===== src/rtl/serial_word_tx_pkg.sv =====
// Shared types and sizing for the serial word transmitter.
// Default word length matches the downstream 16-bit SIPO register.
package serial_word_tx_pkg;

  typedef enum logic {
    IDLE  = 1'b0,
    SHIFT = 1'b1
  } state_t;

  localparam int WIDTH_DEF = 16;
  localparam int BITCNT_W  = $clog2(WIDTH_DEF);

  function automatic int cnt_bits(input int w);
    return (w < 2) ? 1 : $clog2(w);
  endfunction

endpackage


===== src/rtl/serial_word_tx_chk.sv =====
// Loopback checker: compares downstream Q with the word just sent.
// Built only when SERIAL_WORD_TX_CHECK_EN is defined.
module serial_word_tx_chk
  import serial_word_tx_pkg::*;
#(
  parameter int WIDTH = WIDTH_DEF
) (
  input  logic             CLK,
  input  logic             CLR,
  input  logic             accept,
  input  logic [WIDTH-1:0] ld_data,
  input  logic             finish,
  input  logic             word_done,
  input  logic [WIDTH-1:0] q_in,
  output logic             chk_err
);

  // Two slots: a back-to-back accept overwrites pend while
  // ref_w still holds the word whose word_done is pending.
  logic [WIDTH-1:0] pend;
  logic [WIDTH-1:0] ref_w;

  always_ff @(posedge CLK or posedge CLR) begin
    if (CLR) begin
      pend    <= '0;
      ref_w   <= '0;
      chk_err <= 1'b0;
    end else begin
      if (accept)
        pend <= ld_data;
      if (finish)
        ref_w <= pend;
      if (word_done && (q_in != ref_w))
        chk_err <= 1'b1;
    end
  end

endmodule


===== src/rtl/serial_word_tx.sv =====
// LSB-first parallel-to-serial transmitter feeding a SIPO register.
// Optional loopback check: define SERIAL_WORD_TX_CHECK_EN.
module serial_word_tx
  import serial_word_tx_pkg::*;
#(
  parameter int   WIDTH    = WIDTH_DEF,
  parameter logic IDLE_BIT = 1'b0,
  parameter int   CNT_W    = 8
) (
  input  logic             CLK,
  input  logic             CLR,
  input  logic [WIDTH-1:0] ld_data,
  input  logic             ld_valid,
  output logic             ld_ready,
  output logic             sdo,
  output logic             busy,
  output logic             word_done,
  output logic [CNT_W-1:0] words_sent,
  input  logic [WIDTH-1:0] q_in,
  output logic             chk_err
);

  localparam int CW = (WIDTH == WIDTH_DEF) ? BITCNT_W
                                           : cnt_bits(WIDTH);
  localparam logic [CW-1:0] LAST = CW'(WIDTH - 1);

  state_t           state, state_nx;
  logic [CW-1:0]    cnt, cnt_nx;
  logic [WIDTH-1:0] sreg, sreg_nx;
  logic             sdo_nx;
  logic             last;
  logic             accept;

  assign last     = (state == SHIFT) && (cnt == LAST);
  assign ld_ready = (state == IDLE) || last;
  assign accept   = ld_valid && ld_ready;
  assign busy     = (state == SHIFT);

  always_ff @(posedge CLK or posedge CLR) begin
    if (CLR) begin
      state      <= IDLE;
      cnt        <= '0;
      sreg       <= '0;
      sdo        <= IDLE_BIT;
      word_done  <= 1'b0;
      words_sent <= '0;
    end else begin
      state     <= state_nx;
      cnt       <= cnt_nx;
      sreg      <= sreg_nx;
      sdo       <= sdo_nx;
      word_done <= last;
      if (last)
        words_sent <= words_sent + 1'b1;
    end
  end

  // sdo is registered: it always carries the bit the next
  // downstream edge will sample.
  always_comb begin
    state_nx = state;
    cnt_nx   = cnt;
    sreg_nx  = sreg;
    sdo_nx   = sdo;
    unique case (1'b1)
      accept: begin
        state_nx = SHIFT;
        cnt_nx   = '0;
        sreg_nx  = ld_data;
        sdo_nx   = ld_data[0];
      end
      last && !accept: begin
        state_nx = IDLE;
        sdo_nx   = IDLE_BIT;
      end
      (state == SHIFT) && !last: begin
        cnt_nx  = cnt + 1'b1;
        sreg_nx = sreg >> 1;
        sdo_nx  = sreg[1];
      end
      default: ;
    endcase
  end

`ifdef SERIAL_WORD_TX_CHECK_EN
  serial_word_tx_chk #(
    .WIDTH(WIDTH)
  ) u_chk (
    .CLK      (CLK),
    .CLR      (CLR),
    .accept   (accept),
    .ld_data  (ld_data),
    .finish   (last),
    .word_done(word_done),
    .q_in     (q_in),
    .chk_err  (chk_err)
  );
`else
  logic unused_q_in;
  assign unused_q_in = ^q_in;
  assign chk_err     = 1'b0;
`endif

endmodule


===== config.mk =====
export PLATFORM = sky130hd
export DESIGN_NAME = serial_word_tx
export DESIGN_NICKNAME = d
export VERILOG_FILES = /design/src/rtl/serial_word_tx_pkg.sv /design/src/rtl/serial_word_tx_chk.sv /design/src/rtl/serial_word_tx.sv
export SDC_FILE = /design/constraint.sdc
export NUM_CORES = 1
export LEC_CHECK = 0
export CORE_ASPECT_RATIO = 0.9
export CORE_MARGIN = 4
export CORE_UTILIZATION = 30
export CTS_CLUSTER_SIZE = 24
export DETAILED_ROUTE_END_ITERATION = 10
export PLACE_DENSITY = 0.64
export SYNTH_ARGS = -nofsm -noshare
export SYNTH_HDL_FRONTEND = slang
export SYNTH_SLANG_ARGS = --single-unit

===== constraint.sdc =====
create_clock -name CLK -period 3.45 [get_ports CLK]
set_clock_uncertainty 0.2 [all_clocks]
set_input_delay 0.8625 -clock CLK [delete_from_list [all_inputs] [get_ports CLK]]
set_output_delay 0.8625 -clock CLK [all_outputs]
set_load 0.005 [all_outputs]

==> run summary <==
Area grow syn2layout = 32.3%
Final RePlAce weighted congestion = 0.744
Worst hold stages = 1
Asr flop ratio synth = 1.00
Die W = 80.2 µm
Crit path max fanout = 3
Initial antenna violation count = 0
Post-CTS Setup Inserts = 0
CTS Hold Bufs = 0
Seq/Total Area, Yosys = 0.533
Htree depth = 2
Synth Area in Simple Gates = 0.138
Static leakage = 0.840 nW
Post-Syn Area per Cell = 10.9 µm²
Number of buffers added on ports = 30
Max cap viols = 0
Final hold vios = 0
Dominant cells by area after synthesis = dfrtp_1, mux2i_1, nand3_1
Num rows = 23
Crit. Startpoint = cnt[0]
Fin crit share = 0.814
Drt wl/cell = 13.5 µm
CP required = 2.39 ns
ANT nets after route = 0
Vias in the first global route = 1160
Worst reg2reg path startpoint = cnt[0]
PwrDens = 682 nW/µm²
Worst Hold Class = flip-flop to flip-flop
Hold WS = 0.276 ns
Largest family of logic cells by synthesized area = simple AND/OR/NAND/NOR gates
Via density = 4.65
Ratio of cells with drive above 1 in the final layout = 0.110
DRT iter0 DRCs = 40
Post-Route WL = 3060 µm
Register area = 751 µm²
Gate Count Post-Synth = 129
Root Driver = clkbuf_8
Min Tclk post-route = 2.81 ns
Area of the die = 5850 µm²
Worst hold start = words_sent[7]
Largest net degree at the start of global routing = 31
Outcome = finished, final reports clean
Share of the synthesized area in the top cell type = 0.533
Routed length on met3 = 184 µm
DIE HEIGHT = 73.0 µm
Flops & latches, synth = 30
Multi-input gate area = 574 µm²
Gr ovfl total = 0
Initial Utilization = 0.314
Critical path startpoint category = flip-flop
Final setup viols = 0
EDFF count, synth = 0
Via count = 1052
Met1 WL = 1340 µm
Final-stage net count = 200
Peak supply drop = 0.403 mV
Crit path DAT = 1.75 ns
Core ar. = 4490 µm²
Max Freq = 356 MHz
Met2 WL = 1490 µm
Slew Limit Fails = 0
# fillers = 449
Post-cts resize count = 0
Syn Nets = 166
Clock Path Buffers = 2
Pre-antenna DRT Iters = 4
Yosys warnings = 0
Post-Syn Area = 1410 µm²
Area fraction in compound gates after synthesis = 0.0791
Post-Synth Adder-Cell Area = 0.0178
Sink Count = 30
Setup TNS = 0 ns
Worst-path clk slew = 0.07 ns
First-pass GRT wire length = 5380 µm
Hpwl dp = 2140 µm
TritonCTS Buffers = 5
Antenna Cells = 0
Synth cell types = 29
Mux cell area share after synthesis = 0.115
Worst setup EP type = output pin
I/O Pins = 48
DRC Markers = 0
Global-route usage over all layers = 0.120
Ys flop type = dfrtp_1
TritonCTS clock tree = yes
Max layer used = met4
RSZ-0062 raised after global routing = no
Worst Setup Path Type = flip-flop to output pin
R2R cell count = 5
XOR/XNOR Fraction of Synth Area = 0.0560
Synth area leader = dfrtp_1
Clock Latency Late Sink = 0.28 ns
## cells in the final DEF (no fill, tap or decap), types with 2 or more instances in the layout
cell             Yosys  final
xnor2_1              7      7
dfrtp_1             30     30
mux2i_1             15     15
ha_1                 2      2
inv_2                2      2
clkbuf_8             0      6
o21ai_1             15     15
nand3_1             17     17
and3_1               2      2
nand4_1              3      3
nand2_1              6      6
clkdlybuf4s50_1      0     30
nor3_1               2      2
xor2_1               2      2
inv_1                6      6
buf_4                1      5
## metrics by stage
step                      total power [mW]  worst slack (ns)  cell area [µm²]  utilization  std cells
after global placement               0.965             0.947             1770        0.394        218
after global routing                  1.36             0.574             1860        0.415        226
final                                 1.27             0.642             1860        0.415        226
after detailed placement             0.992             0.933             1770        0.394        218
after CTS                             1.29             0.622             1860        0.415        226
after floorplan                      0.834              1.29             1410            -        129
## final cells by class
class,count,share of cell area
sequential,30,0.403
multi-input combinational,83,0.308
timing repair buffer,35,0.181
clock buffer,7,0.0464
tap,62,0.0417
inverter,8,0.0161
clock inverter,1,0.00269
## synth_stat cells (2+ instances only)
cell type / count
and3_1: 2
buf_2: 3
buf_6: 2
clkbuf_1: 2
dfrtp_1: 30
ha_1: 2
inv_1: 6
inv_2: 2
mux2i_1: 15
nand2_1: 6
nand3_1: 17
nand4_1: 3
nor3_1: 2
o21ai_1: 15
xnor2_1: 7
xor2_1: 2
## registers in the layout (all words and copies together) (netlist names)
name        count
sdo             1
cnt             4
word_done       1
sreg           15
busy            1
words_sent      8
## power breakdown
group	switching, mW	leakage, nW	internal (mW)
Sequential	0.100	0.392	0.467
Clock	0.128	0.0482	0.161
Combinational	0.196	0.400	0.218
## kinds of logic after synthesis
logic type | Yosys count
compound gates | 20
xor+xnor | 9
fa+ha+maj | 2
buf+inv | 16
flops | 30
mux | 16
other cells | 1
simple gates | 35
## worst max-delay path, stage by stage (launching register included)
cell and delay [ns]:
dfrtp_1 0.39, ha_1 0.25, nand3_2 0.09, and2_1 0.19, inv_2 0.06, clkdlybuf4s50_1 0.49
## metal layers
metal  vias up  GRT usage
li1        515          -
met1       505      0.137
met2        26      0.198
met3         6     0.0580
met4         0     0.0394
met5         -          0
## path summary, 6_finish.rpt
path / slack [ns] / to
max: 0.64 / ld_ready
min: 0.28 / words_sent[7]
max reg2reg: 1.72 / sdo
min reg2reg: 0.28 / words_sent[7]
max in group asynchronous: 2.02 / sreg[14]
min in group asynchronous: 0.75 / words_sent[6]
Note: power is estimated with default switching activity, not from simulation.
